`config.mk`:
```
export PLATFORM = sky130hd
export DESIGN_NAME = bcd_serial_add_ctrl_flat
export DESIGN_NICKNAME = d
export VERILOG_FILES = /design/src/rtl/bcd_serial_add_ctrl_if.sv /design/src/rtl/bcd_serial_add_ctrl.sv /design/src/flat_wrapper.sv
export SDC_FILE = /design/constraint.sdc
export NUM_CORES = 1
export LEC_CHECK = 0
export CORE_UTILIZATION = 45
export DETAILED_ROUTE_END_ITERATION = 10
export GPL_TIMING_DRIVEN = 0
export MAX_ROUTING_LAYER = met4
export PLACE_DENSITY = 0.79
export SLEW_MARGIN = 25
export SYNTH_ARGS = -nofsm -noshare
export SYNTH_HDL_FRONTEND = slang
export SYNTH_SLANG_ARGS = --single-unit
```
`constraint.sdc`:
```
create_clock -name clk -period 4.6 [get_ports clk]
set_input_delay 0.92 -clock clk [delete_from_list [all_inputs] [get_ports clk]]
set_output_delay 0.92 -clock clk [all_outputs]
set_load 0.1 [all_outputs]
```
`src/rtl/bcd_serial_add_ctrl_if.sv`:
```
// Operand/result handshake bundle for the serial BCD adder.
// Producer/consumer side is master, the adder is slave.
interface bcd_serial_add_ctrl_if #(
  parameter int DIGITS = 4
);
  logic                  in_valid;
  logic                  in_ready;
  logic [4*DIGITS-1:0]   a;
  logic [4*DIGITS-1:0]   b;
  logic                  cin;
  logic                  out_valid;
  logic                  out_ready;
  logic [4*DIGITS-1:0]   sum;
  logic                  cout;
  logic                  err;
  logic                  busy;

  modport master (
    output in_valid, a, b, cin, out_ready,
    input  in_ready, out_valid, sum, cout, err, busy
  );

  modport slave (
    input  in_valid, a, b, cin, out_ready,
    output in_ready, out_valid, sum, cout, err, busy
  );
endinterface

```
`src/rtl/bcd_serial_add_ctrl.sv`:
```
// Multi-digit BCD adder: one shared digit adder, LSD first,
// carry rippled through a register, result on valid/ready.
module bcd_adder (
  input  logic [3:0] a,
  input  logic [3:0] b,
  input  logic       cin,
  output logic [3:0] s,
  output logic       cout
);
  logic [4:0] raw;
  logic [4:0] adj;

  assign raw  = {1'b0, a} + {1'b0, b} + {4'b0, cin};
  assign adj  = raw - 5'd10;
  assign cout = (raw > 5'd9);
  assign s    = cout ? adj[3:0] : raw[3:0];
endmodule

module bcd_serial_add_ctrl #(
  parameter int DIGITS = 4
) (
  input  logic                  clk,
  input  logic                  rst,
  bcd_serial_add_ctrl_if.slave  bus
);
  localparam int IW = (DIGITS > 1) ? $clog2(DIGITS) : 1;
  localparam int W  = 4 * DIGITS;

  typedef enum logic [1:0] {
    IDLE = 2'd0,
    RUN  = 2'd1,
    DONE = 2'd2
  } state_t;

  state_t          state;
  logic [IW-1:0]   idx;
  logic            carry;
  logic [W-1:0]    a_r;
  logic [W-1:0]    b_r;
  logic [W-1:0]    sum_r;
  logic            cout_r;
  logic            err_r;
  logic            ov_r;
  logic            busy_r;

  logic [3:0]      da;
  logic [3:0]      db;
  logic [3:0]      ds;
  logic            dc;
  logic            bad;
  logic            last;

  assign da   = a_r[4*idx +: 4];
  assign db   = b_r[4*idx +: 4];
  assign last = (idx == IW'(DIGITS - 1));

  bcd_adder u_digit (
    .a    (da),
    .b    (db),
    .cin  (carry),
    .s    (ds),
    .cout (dc)
  );

  // Flag any non-BCD nibble on the operands being offered
  always_comb begin
    bad = 1'b0;
    for (int i = 0; i < DIGITS; i++) begin
      if (bus.a[4*i +: 4] > 4'd9 || bus.b[4*i +: 4] > 4'd9)
        bad = 1'b1;
    end
  end

  assign bus.in_ready  = (state == IDLE) && !rst;
  assign bus.out_valid = ov_r;
  assign bus.sum       = sum_r;
  assign bus.cout      = cout_r;
  assign bus.err       = err_r;
  assign bus.busy      = busy_r;

  // Control FSM: accept, one digit per cycle, hold result
  always_ff @(posedge clk or posedge rst) begin
    if (rst) begin
      state  <= IDLE;
      idx    <= '0;
      carry  <= 1'b0;
      a_r    <= '0;
      b_r    <= '0;
      sum_r  <= '0;
      cout_r <= 1'b0;
      err_r  <= 1'b0;
      ov_r   <= 1'b0;
      busy_r <= 1'b0;
    end else begin
      unique case (state)
        IDLE: begin
          if (bus.in_valid) begin
            a_r    <= bus.a;
            b_r    <= bus.b;
            sum_r  <= '0;
            cout_r <= 1'b0;
            idx    <= '0;
            if (bad) begin
              err_r <= 1'b1;
              state <= DONE;
            end else begin
              err_r  <= 1'b0;
              carry  <= bus.cin;
              busy_r <= 1'b1;
              state  <= RUN;
            end
          end
        end
        RUN: begin
          sum_r[4*idx +: 4] <= ds;
          carry             <= dc;
          if (last) begin
            cout_r <= dc;
            busy_r <= 1'b0;
            ov_r   <= 1'b1;
            state  <= DONE;
          end else begin
            idx <= idx + 1'b1;
          end
        end
        DONE: begin
          // Error path enters with ov_r low; raise it one cycle later
          if (!ov_r) begin
            ov_r <= 1'b1;
          end else if (bus.out_ready) begin
            ov_r  <= 1'b0;
            state <= IDLE;
          end
        end
        default: state <= IDLE;
      endcase
    end
  end
endmodule

```
`src/flat_wrapper.sv`:
```
// flat-port wrapper written by rule: the top's interface ports become plain ports
module bcd_serial_add_ctrl_flat 
#(
  parameter int DIGITS = 4
)
  (clk, rst, bus_in_valid, bus_a, bus_b, bus_cin, bus_out_ready, bus_in_ready, bus_out_valid, bus_sum, bus_cout, bus_err, bus_busy);
  bcd_serial_add_ctrl_if #(.DIGITS(DIGITS)) bus_i ();
  input  logic clk;
  input  logic rst;
  input wire logic [$bits(bus_i.in_valid)-1:0] bus_in_valid;
  input wire logic [$bits(bus_i.a)-1:0] bus_a;
  input wire logic [$bits(bus_i.b)-1:0] bus_b;
  input wire logic [$bits(bus_i.cin)-1:0] bus_cin;
  input wire logic [$bits(bus_i.out_ready)-1:0] bus_out_ready;
  output wire logic [$bits(bus_i.in_ready)-1:0] bus_in_ready;
  output wire logic [$bits(bus_i.out_valid)-1:0] bus_out_valid;
  output wire logic [$bits(bus_i.sum)-1:0] bus_sum;
  output wire logic [$bits(bus_i.cout)-1:0] bus_cout;
  output wire logic [$bits(bus_i.err)-1:0] bus_err;
  output wire logic [$bits(bus_i.busy)-1:0] bus_busy;
  assign bus_i.in_valid = bus_in_valid;
  assign bus_i.a = bus_a;
  assign bus_i.b = bus_b;
  assign bus_i.cin = bus_cin;
  assign bus_i.out_ready = bus_out_ready;
  assign bus_in_ready = bus_i.in_ready;
  assign bus_out_valid = bus_i.out_valid;
  assign bus_sum = bus_i.sum;
  assign bus_cout = bus_i.cout;
  assign bus_err = bus_i.err;
  assign bus_busy = bus_i.busy;
  bcd_serial_add_ctrl #(.DIGITS(DIGITS)) u_core (.clk(clk), .rst(rst), .bus(bus_i));
endmodule
```
### Yosys cells after proc, flatten, opt, wreduce, memory -nomap -nowiden

Cells that the tools add are included.

* register bits after elaboration: 57
* input port bits: 37

* multiplexer cells: 32
* reductions and logical operators: 17
* shift operators: 4
* $lt $le $gt $ge: 9
* add/subtract/negate cells: 5
* equality and inequality tests: 9

Operator list (count)
* 4-bit negation with 34-bit output: 1
* 4-bit by 34-bit variable shift with 16-bit output, first input constant: 1
* 4-bit by 34-bit indexed part select with 16-bit output: 1
* 4-bit > comparator, second input constant: 8
* 16-bit one-hot mux with 2 select lines: 1
* 16-bit by 5-bit indexed part select with 4-bit output: 2
* 16-bit bitwise mux: 1
* 16-bit two-way mux: 1
* 1-bit two-way mux: 15
* 2-bit two-way mux: 7
* 3-bit AND reduction: 3
* 2-bit inequality test, second input constant: 4
* 1-bit one-hot mux with 2 select lines: 4
* 4-bit AND reduction: 2
* 2-bit one-hot mux with 3 select lines: 1
* 2-bit AND reduction: 3
* 4-bit by 4-bit adder with 5-bit output: 1
* 5-bit by 1-bit adder with 5-bit output: 1
* 5-bit by 4-bit > comparator with 1-bit output, second input constant: 1
* 2-bit equality test, second input constant: 2
* 1-bit logical OR: 4
* 4-bit two-way mux: 1
* 2-bit by 1-bit inequality test with 1-bit output, second input constant: 2
* 2-bit one-hot mux with 2 select lines: 1
* other kinds (7): 8

### Longest topological paths before layout

Gate-level depths: netlist (run 1).

* depth in word-level cells: 9
* gate-level depth with buffers: 12
* depth with buffers taken out: 11

### Modules after synthesis

Synthesis (run 1) repeated with hierarchy kept, for this count alone.

* cell total of the unflattened synthesis: 212
* area, all modules: 2778.9 µm²

Modules (own cells, without submodules)
* bcd_serial_add_ctrl: instances 1, cells each 190, sequential area each 1426.4 µm², area an instance 2567.5 µm²
* bcd_adder: instances 1, cells each 22, sequential area each 0.0 µm², area an instance 211.5 µm²

### Least setup slack after synthesis (run 1)

No wires, ideal clock.

* kind: input to output
* start: in rst
* end: out bus_in_ready
* setup slack: 0.733 ns
* arrival time: 2.947 ns
* stages on the path: 1
* buffers on the path: 0
* required time: 3.680 ns
* cell sequence: nor3_1

* word-level cells in the longest chain between the ends: 2

Ends and longest elaborated chain
* start, declared: RTL line flat_wrapper.sv:9 `input logic rst;`
* 1-bit zero test: RTL line bcd_serial_add_ctrl.sv:74 `assign bus.in_ready = (state == IDLE) && !rst;`
* 1-bit logical AND: RTL line bcd_serial_add_ctrl.sv:74
* end, declared: RTL line flat_wrapper.sv:15 `output wire logic [$bits(bus_i.in_ready)-1:0] bus_in_ready;`

Every way passes these cells.

### Final worst setup path (run 1)

* start: reg u_core.idx[0]
* end: reg u_core.sum_r[6] (netlist: u_core.bus.sum[6])

* word-level cells in the longest chain between the ends: 8
* elaborated cells on any way between the ends: 12
* those cells by class: add/sub: 4; order compare: 1; shift: 4; mux: 3

Ends and longest elaborated chain
* start, declared: RTL line bcd_serial_add_ctrl.sv:36 `logic [IW-1:0] idx;`
* start signal, assigned: RTL line bcd_serial_add_ctrl.sv:123 `idx <= idx + 1'b1;`
* 16-bit by 5-bit indexed part select with 4-bit output, on equally long branches: RTL line bcd_serial_add_ctrl.sv:53, bcd_serial_add_ctrl.sv:54
* 4-bit by 4-bit adder with 5-bit output: RTL line bcd_serial_add_ctrl.sv:13 `assign raw = {1'b0, a} + {1'b0, b} + {4'b0, cin};`
* 5-bit by 1-bit adder with 5-bit output: RTL line bcd_serial_add_ctrl.sv:13
* 4-bit subtractor or 5-bit by 4-bit > comparator with 1-bit output (tied branches): RTL line bcd_serial_add_ctrl.sv:14, bcd_serial_add_ctrl.sv:15
* 4-bit two-way mux: RTL line bcd_serial_add_ctrl.sv:16 `assign s = cout ? adj[3:0] : raw[3:0];`
* 4-bit by 34-bit indexed part select with 16-bit output: RTL line bcd_serial_add_ctrl.sv:115 `sum_r[4*idx +: 4] <= ds;`
* 16-bit bitwise mux (*): RTL line bcd_serial_add_ctrl.sv:115
* 16-bit one-hot mux with 2 select lines (*): RTL line bcd_serial_add_ctrl.sv:95 `unique case (state)`
* end signal, assigned by index: RTL line bcd_serial_add_ctrl.sv:115
* end, declared: RTL line bcd_serial_add_ctrl.sv:40 `logic [W-1:0] sum_r;`

Mark *: on every way between the ends. The rest lies on a longest branch, timed or not.
A chain may end at the register's enable or synchronous reset.

==> results of run 1 <==
stage by stage:
| step | instances | cell area (um^2) | setup slack [ns] | utilization (%) | total power, mW |
|---|---|---|---|---|---|
| after detailed placement | 374 | 3500 | 0.716 | 58.4 | 2.12 |
| after global routing | 390 | 3720 | 0.373 | 62.1 | 2.85 |
| after CTS | 390 | 3720 | 0.699 | 62.1 | 2.66 |
| after floorplan | 241 | 2810 | 0.733 | - | 1.78 |
| final | 390 | 3720 | 0.750 | 62.1 | 2.64 |
| after global placement | 373 | 3480 | 0.708 | 58.0 | 2.08 |
layout make-up:
| type | instances | area [um^2] |
|---|---|---|
| clock inverter | 2 | 60.1 |
| buffer | 8 | 37.5 |
| tap | 75 | 93.8 |
| sequential | 57 | 1430 |
| clock buffer | 14 | 163 |
| multi-input combinational | 168 | 1320 |
| inverter | 8 | 32.5 |
| fill | 476 | 2270 |
| timing repair buffer | 58 | 591 |
worst max-delay path: stages, from the launching register on:
cell,delay [ns]
dfrtp_1,0.46
buf_2,0.35
mux4_2,0.57
fa_1,0.44
fa_1,0.41
xor2_1,0.28
inv_1,0.08
ha_1,0.24
nor2b_1,0.16
o311a_1,0.30
a211oi_2,0.27
o21ai_0,0.14
cells by family (layout without fill, tap and decap cells):
group                      Yosys count  count (layout)
and+or+nand+nor                     68              68
DFF                                 57              57
buffers and inverters               16              90
xor gates and xnor gates             1               1
muxes                               43              43
AOI/OAI and AO/OA                   46              46
adders and majority gates           10              10
sequential cells by signal (all words and copies together) (netlist names):
name                  count
u_core.a_r               16
u_core.state              2
u_core.bus.busy           1
u_core.b_r               16
u_core.bus.out_valid      1
u_core.bus.sum           16
u_core.bus.err            1
u_core.carry              1
u_core.idx                2
u_core.bus.cout           1
routing by layer:
layer	vias to the layer above	GRT usage, %	wire length [um]
li1	1003	-	-
met1	1036	26.8	2650
met2	70	36.8	3020
met3	14	5.06	296
met4	0	11.1	134
met5	-	-	0
placed cells by master, fill, tap and decap left out, drive strengths merged, types with 2 or more instances in the layout:
master / n
a211oi: 2
a21boi: 2
a21oi: 3
a22o: 2
buf: 7
bufinv: 2
clkbuf: 16
clkdlybuf4s50: 57
dfrtp: 57
fa: 2
ha: 8
inv: 8
mux2: 32
mux2i: 3
mux4: 8
nand2: 38
nand2b: 3
nand3: 5
nand4: 2
nor2: 7
nor3: 5
o21ai: 29
or3: 2
path summary, 6_finish.rpt:
path | start | endpoint | slack (ns) | depth (start not counted)
worst min-delay path | u_core.bus.sum[9] | u_core.bus.sum[9] | 0.48 | 2
min in group asynchronous | rst | u_core.carry | 0.92 | 2
max in group asynchronous | rst | u_core.a_r[5] | 3.20 | 3
worst max-delay path | u_core.idx[0] | u_core.bus.sum[6] | 0.75 | 11
worst max register to register | u_core.idx[0] | u_core.bus.sum[6] | 0.75 | 11
worst min register to register | u_core.bus.sum[9] | u_core.bus.sum[9] | 0.48 | 2
where the power goes:
group          leakage [nW]  total (mW)  switching (mW)  internal (mW)
sequential            0.705       0.752          0.0880          0.664
clock                 0.111       0.526           0.191          0.335
combinational         0.742        1.36           0.771          0.592
==> summary.md, run 1 <==
| Metric | Value |
|---|---|
| Fmax | 260 MHz |
| Crit path capture type | register |
| Post-synthesis sequential area ratio | 50.7% |
| Clock buffer count from CTS | 9 |
| Initial antenna violation count | 0 |
| Root buffer cell | clkbuf_8 |
| CP max FO | 10 |
| Critical Path RT | a little under 5 ns |
| Max Cap Violations | 0 |
| Area leader, netlist | dfrtp_1 |
| Largest net degree at the start of global routing | 34 |
| Final min period | 3.85 ns |
| Max Root-Sink Buffers | 2 |
| Layout Nets | 357 |
| Post-cts resize count | 0 |
| Synth-to-layout area growth | 32.4% |
| P_leak | 1.56 nW |
| Yosys top cell area share | 50.7% |
| Post-DP HPWL | 4.65 mm |
| Io pins | 58 |
| Total clock sinks | 57 |
| Hold Violations, Final | 0 |
| Most frequent cell after synthesis | dfrtp_1 |
| Setup violators final | 0 |
| Die Ht | just over 80 um |
| First-pass GRT wire length | 10.5 mm |
| Yosys reg bits | 57 |
| Ant. Diodes | 0 |
| DRC errors left | 0 |
| Gr usage total | 22.7% |
| Mapped Area | about 2800 um^2 |
| Async SR Flop Fraction | 100% |
| TritonRoute pass-1 iters | 4 |
| Die W | 81.0 um |
| Status | finished clean |
| Clock Skews | 0.00894 ns |
| Placeable core area | 5990 um^2 |
| Routability cong. | 0.899 |
| Final hold slack | 0.481 ns |
| Number of synthesized flops with an enable pin | 0 |
| Setup CP Type | reg -> reg |
| Clock latency on the worst-skew pair | 0.34 ns |
| Post-Route WL | 6.10 mm |
| Worst slew pin tran | 0.979 ns |
| Initial Utilization | 46.9% |
| Sum Neg Setup Slack | 0 ns |
| Fin. max-slew vios | 0 |
| Die footprint | 6570 um^2 |
| Main combinational cell family by area after synthesis | multiplexers |
| Rows | 28 |
| H-tree depth | 3 |
| Synth area leaders | dfrtp_1 (51%), mux2_2 (13%), mux4_2 (6.4%) |
| Wire per inst | 15.6 um |
| Cts-stage hold buffer count | 0 |
| Count of different cell masters after synthesis | 40 |
| Synth Area in Adders | 4.98% |
| Main synth FF type | dfrtp_1 |
| Clock Pin Slew Worst Setup and Hold Paths | 0.06 ns |
| XOR/XNOR Fraction of Synth Area | less than 1% |
| Simple-Gate Fraction of Synth Area | 11.3% |
| Synthesized Nets | roughly 290 |
| Post-synthesis compound-gate area fraction | 10.0% |
| Worst slew margin | 34.5% |
| Pwr/cell area | slightly above 700 nW/um^2 |
| Via density | roughly 5.4 |
| I/O Buffers | 57 |
| Setup bufs post-CTS | 0 |
| Vias | around 2100 |
| CTS tree | yes |
| Synth Warn # | 0 |
| Syn Area/Cell | 11.7 um^2 |
| GRT overflow | 0 |
| Unrepaired setup endpoints after global routing | no |
| Final clock period utilization by the worst path | 83.7% |
| CP arrival | 4.07 ns |
| Crit start category | register |
| Detail Route Antenna Nets | 0 |
| First DRT Iteration DRCs | around 130 |
| Synth Instances | 241 |
| Mux cell area share after synthesis | 20.3% |
| Hold WC Path Type | reg -> reg |
| Layout cell share with drive strength beyond 1 | 21.0% |
| Commonest cells post-synth | dfrtp_1 (57), nand2_1 (38), mux2_2 (32) |
| Vias in the first global route | 2183 |
| Worst vdd ir | 0.387 mV |
Note: power is estimated with default switching activity, not from simulation.
==> run 2: changes to the inputs <==
==> constraint.sdc (replaced) <==
create_clock -name clk -period 3.9 [get_ports clk]
set_input_delay 0.78 -clock clk [delete_from_list [all_inputs] [get_ports clk]]
set_output_delay 0.78 -clock clk [all_outputs]
set_load 0.1 [all_outputs]
==> summary.md, run 2 (synthesis results as in run 1) <==
| Metric | Value |
|---|---|
| Critical Path RT | 4.12 ns (-0.70 ns) |
| Final min period | 3.59 ns (-0.262 ns) |
| Vias | 2121 (-0.094%) |
| I/O Buffers | 57 (unchanged) |
| Metal3 WL | 297 um (+0.34%) |
| GRT overflow | 0 (unchanged) |
| Sum Neg Setup Slack | 0 ns (unchanged) |
| Crit path max-delay family | adder cells |
| Fmax | 279 MHz (+7.3%) |
| Ant. Diodes | 0 (unchanged) |
| Clock latency on the worst-skew pair | 0.34 ns (about the same) |
| TritonRoute pass-1 iters | 4 (unchanged) |
| Largest net degree at the start of global routing | 34 (unchanged) |
| Worst slew pin tran | 0.979 ns (-0.00000584 ns) |
| H-tree depth | 3 (unchanged) |
| Setup CP Type | reg -> reg |
| Gr usage total | 22.7% (unchanged) |
| R2R Setup Slk | 0.31 ns (-0.44 ns) |
| Critical path buffers and inverters | 2 (unchanged) |
| Final core occ | 62.6% (+0.48 points) |
| Die W | 81.0 um (unchanged) |
| Worst vdd ir | 0.476 mV (+23%) |
| Highest Signal Layer | met4 |
| DRC errors left | 0 (unchanged) |
| Crit-path cells | buf_6 > mux4_2 > fa_1 > fa_1 > xor2_2 > inv_1 > ha_1 > nor2b_1 > o311a_1 > a211oi_4 > o21ai_0 |
| Hold WC Path Type | reg -> reg |
| Post-DP HPWL | 4.65 mm (unchanged) |
| Max Cap Violations | 0 (unchanged) |
| Final clock period utilization by the worst path | 92.0% (+8.3 points) |
| Wire per inst | 15.7 um (+0.64%) |
| Fin. max-slew vios | 0 (unchanged) |
| Detail Route Antenna Nets | 0 (unchanged) |
| Hold Path Cell Cnt | 2 (unchanged) |
| Layout cell share with drive strength beyond 1 | 22.2% (+1.3 points) |
| CP arrival | 3.80 ns (-0.27 ns) |
| Die Ht | 81.0 um (unchanged) |
| Synth-to-layout area growth | 33.4% |
| First DRT Iteration DRCs | 142 (+6.8%) |
| Commonest non-fill, non-tap cell in the layout | clkdlybuf4s50_1 |
| Clock Skews | 0.0109 ns (+0.00200 ns) |
| Reg2reg end | u_core.bus.sum[14] |
| Pwr/cell area | 866 nW/um^2 (+22%) |
| Via density | 5.44 (about the same) |
| Max Root-Sink Buffers | 2 (unchanged) |
| Initial antenna violation count | 0 (unchanged) |
| Worst slew margin | 34.5% (about the same) |
| Total clock sinks | 57 (unchanged) |
| R2R Path Start | u_core.idx[0] |
| Wire length on met1 | 2.65 mm (about the same) |
| Post-Route WL | 6.14 mm (+0.64%) |
| Crit start category | register |
| Setup violators final | 0 (unchanged) |
| First-pass GRT wire length | 10.5 mm (unchanged) |
| Clock Pin Slew Worst Setup and Hold Paths | 0.06 ns (about the same) |
| Io pins | 58 (unchanged) |
| Initial Utilization | 46.9% (unchanged) |
| CP peak stage delay | 0.54 ns (-0.03 ns) |
| CP max-delay cell | mux4_2 |
| Status | finished clean |
| Unrepaired setup endpoints after global routing | no |
| HP Start | u_core.bus.sum[9] |
| Final hold slack | 0.484 ns (+0.00290 ns) |
| CP max FO | 10 (unchanged) |
| Multi-input gate area in the final layout | 1340 um^2 (+1.5%) |
| Clock buffer count from CTS | 9 (unchanged) |
| Hold Path End | u_core.bus.sum[9] |
| Metal2 WL | 3.06 mm (+1.2%) |
| Vias in the first global route | 2183 (unchanged) |
| Die footprint | 6570 um^2 (unchanged) |
| Most frequent cells in the layout | clkdlybuf4s50_1 (57), dfrtp_1 (56), nand2_1 (38) |
| Storage cell area | 1430 um^2 (about the same) |
| Hold Violations, Final | 0 (unchanged) |
| Levels on crit path | 11 (unchanged) |
| Crit path capture type | register |
| Rows | 28 (unchanged) |
| CTS tree | yes |
| Root buffer cell | clkbuf_8 |
| Cell mode on critical path | fa_1 |
| P_leak | 1.57 nW (+0.43%) |
| R2R cell count | 11 (unchanged) |
| Layout Nets | 357 (unchanged) |
| Routability cong. | 0.899 (unchanged) |
| Placeable core area | 5990 um^2 (unchanged) |
| Fillcell total | 474 (-0.42%) |
run 2: final cells by class:
type	instances	area share (%)
clock buffer	14	4.34
inverter	8	0.868
buffer	8	1.20
tap	75	2.50
clock inverter	2	1.60
multi-input combinational	168	35.7
timing repair buffer	58	15.7
sequential	57	38.1
run 2: worst max path at each step:
stage | startpoint | slack, ns | endpoint
floorplan | rst | 0.31 | bus_in_ready
global placement | u_core.idx[0] | 0.008 | u_core.bus.sum[6]
detailed placement | u_core.idx[0] | 0.02 | u_core.bus.sum[6]
CTS | u_core.idx[1] | 0.05 | u_core.bus.sum[6]
global route | u_core.idx[0] | 0.08 | u_core.bus.sum[6]
finish | u_core.idx[0] | 0.31 | u_core.bus.sum[14]
run 2: what timing repair did:
item / CTS / global route
hold buffers: 0 / 0
gates resized for setup: 1 / 7
hold endpoints to repair: 0 / 0
setup buffers: 0 / 0
setup endpoints to repair: 1 / 13
run 2: metal layers:
metal	vias to the layer above	global-route usage, %
met3	14	5.06
met4	0	11.1
met2	71	36.8
met5	-	-
li1	1003	-
met1	1033	26.8
run 2: per-stage QoR:
stage | power (mW) | area [um^2] | setup slack, ns | instances
3_3_place_gp | 2.45 | 3480 | 0.00830 | 373
4_1_cts | 3.14 | 3720 | 0.0514 | 390
6_report | 3.25 | 3750 | 0.312 | 390
2_1_floorplan | 2.10 | 2810 | 0.313 | 241
3_5_place_dp | 2.50 | 3500 | 0.0163 | 374
5_1_grt | 3.47 | 3750 | 0.0755 | 390
run 2: worst reg2reg max path, delay by kind of cell (launching register included):
kind                     cells  cell delay [ns]
buffers and inverters        2             0.26
AO/OA/AOI/OAI                3             0.70
flip-flops                   1             0.43
AND/OR/NAND/NOR              1             0.17
adder cells (fa/ha/maj)      3             1.13
multiplexers                 1             0.54
XOR/XNOR                     1             0.23
run 2: power breakdown:
part | switching (mW) | internal [mW] | total [mW]
sequential | 0.104 | 0.784 | 0.888
combinational | 0.983 | 0.754 | 1.74
clock | 0.226 | 0.396 | 0.621
total | 1.31 | 1.93 | 3.25
==> run 3: changes to the inputs <==
--- a/config.mk
+++ b/config.mk
@@ -10,6 +10,7 @@
 export GPL_TIMING_DRIVEN = 0
 export MAX_ROUTING_LAYER = met4
 export PLACE_DENSITY = 0.79
+export SKIP_LAST_GASP = 1
 export SLEW_MARGIN = 25
 export SYNTH_ARGS = -nofsm -noshare
 export SYNTH_HDL_FRONTEND = slang
==> summary.md, run 3 (synthesis results as in run 1) <==
| Metric | Value |
|---|---|
| CP max FO | 10 (unchanged) |
| Worst slew margin | 34.5% (unchanged) |
| Placed instance area | 3500 um^2 (unchanged) |
| Most frequent cells in the layout | clkdlybuf4s50_1 (57), dfrtp_1 (57), nand2_1 (38) |
| Vias in the first global route | 2183 (unchanged) |
| Worst slew pin tran | 0.979 ns (unchanged) |
| Post-Route WL | 6.14 mm (unchanged) |
| Cts-stage hold buffer count | 0 (unchanged) |
| Crit start category | register |
| Die footprint | 6570 um^2 (unchanged) |
| Rows | 28 (unchanged) |
| Post-cts resize count | 1 (unchanged) |
| Final hold slack | 0.484 ns (unchanged) |
| Crit path capture type | register |
| Routability cong. | 0.899 (unchanged) |
| First-pass GRT wire length | 10.5 mm (unchanged) |
| Setup bufs post-CTS | 0 (unchanged) |
| Clock Pin Slew Worst Setup and Hold Paths | 0.06 ns (about the same) |
| Hold Violations, Final | 0 (unchanged) |
| Initial Utilization | 46.9% (unchanged) |
| Critical Path RT | 4.12 ns (about the same) |
| Setup ws final | 0.244 ns (-0.0677 ns) |
| Status | finished clean |
| Vias | 2121 (unchanged) |
| TritonRoute pass-1 iters | 4 (unchanged) |
| Wire per inst | 15.7 um (unchanged) |
| Hold WC Path Type | reg -> reg |
| H-tree depth | 3 (unchanged) |
| Fin. max-slew vios | 0 (unchanged) |
| Clock latency on the worst-skew pair | 0.34 ns (about the same) |
| Detail Route Antenna Nets | 0 (unchanged) |
| Largest net degree at the start of global routing | 34 (unchanged) |
| Total clock sinks | 57 (unchanged) |
| Final clock period utilization by the worst path | 93.7% (+1.7 points) |
| Setup CP Type | reg -> reg |
| First DRT Iteration DRCs | 142 (unchanged) |
| Final non-filler cell total | 390 (unchanged) |
| Final min period | 3.66 ns (+0.0677 ns) |
| Die Ht | 81.0 um (unchanged) |
| Max Cap Violations | 0 (unchanged) |
| Sum Neg Setup Slack | 0 ns (unchanged) |
| Placeable core area | 5990 um^2 (unchanged) |
| Final Instance Area | 3750 um^2 (about the same) |
| Max Root-Sink Buffers | 2 (unchanged) |
| Gr usage total | 22.7% (unchanged) |
| I/O Buffers | 57 (unchanged) |
| Setup violators final | 0 (unchanged) |
| Worst vdd ir | 0.476 mV (about the same) |
| CP arrival | 3.87 ns (+0.07 ns) |
| Total power | 3.25 mW (about the same) |
| Final core occ | 62.6% (about the same) |
| Pwr/cell area | 866 nW/um^2 (about the same) |
| Place WS | 0.0163 ns (unchanged) |
| Die W | 81.0 um (unchanged) |
| Io pins | 58 (unchanged) |
| GRT overflow | 0 (unchanged) |
| Initial antenna violation count | 0 (unchanged) |
| Post-DP HPWL | 4.65 mm (unchanged) |
| P_leak | 1.57 nW (+0.11%) |
| Ant. Diodes | 0 (unchanged) |
| Root buffer cell | clkbuf_8 |
| Fmax | 274 MHz (-1.9%) |
| Unrepaired setup endpoints after global routing | yes |
| Synth-to-layout area growth | 33.3% (about the same) |
| CTS tree | yes |
| Via density | 5.44 (unchanged) |
| DRC errors left | 0 (unchanged) |
| Clock buffer count from CTS | 9 (unchanged) |
| Layout Nets | 357 (unchanged) |
| Layout cell share with drive strength beyond 1 | 21.9% (-0.32 points) |
| Dpl cells | 374 (unchanged) |
| Clock Skews | 0.0109 ns (unchanged) |
-- run 3: final timing paths --
check,startpoint,endpoint,slack (ns),cells past startpoint
setup / recovery,u_core.idx[0],u_core.bus.sum[14],0.24,11
hold / removal,u_core.bus.sum[9],u_core.bus.sum[9],0.48,2
setup reg to reg,u_core.idx[0],u_core.bus.sum[14],0.24,11
hold reg to reg,u_core.bus.sum[9],u_core.bus.sum[9],0.48,2
max in group asynchronous,rst,u_core.a_r[5],2.64,3
min in group asynchronous,rst,u_core.bus.cout,0.78,2
-- run 3: power breakdown --
| group | total, mW | internal (mW) | switching (mW) |
|---|---|---|---|
| combinational | 1.74 | 0.754 | 0.983 |
| clock | 0.621 | 0.396 | 0.226 |
| sequential | 0.887 | 0.784 | 0.104 |
-- run 3: area by class of cell --
| type | instances | area [um^2] |
|---|---|---|
| clock inverter | 2 | 60.1 |
| multi-input combinational | 168 | 1340 |
| tap | 75 | 93.8 |
| clock buffer | 14 | 163 |
| fill | 474 | 2240 |
| timing repair buffer | 58 | 591 |
| inverter | 8 | 32.5 |
| sequential | 57 | 1430 |
| buffer | 8 | 45.0 |
-- run 3: routing by layer --
metal / up-vias / global-route usage (%) / wire length (um)
met5: - / - / 0
met4: 0 / 11.1 / 134
met3: 14 / 5.06 / 297
met2: 71 / 36.8 / 3060
met1: 1033 / 26.8 / 2650
li1: 1003 / - / -
-- run 3: critical path: stages (launching register included) --
cell	delay (ns)
dfrtp_1	0.48
buf_6	0.22
mux4_2	0.54
fa_1	0.44
fa_1	0.45
xor2_2	0.23
inv_1	0.07
ha_1	0.23
nor2b_1	0.17
o311a_1	0.33
a211oi_4	0.24
o21ai_0	0.13
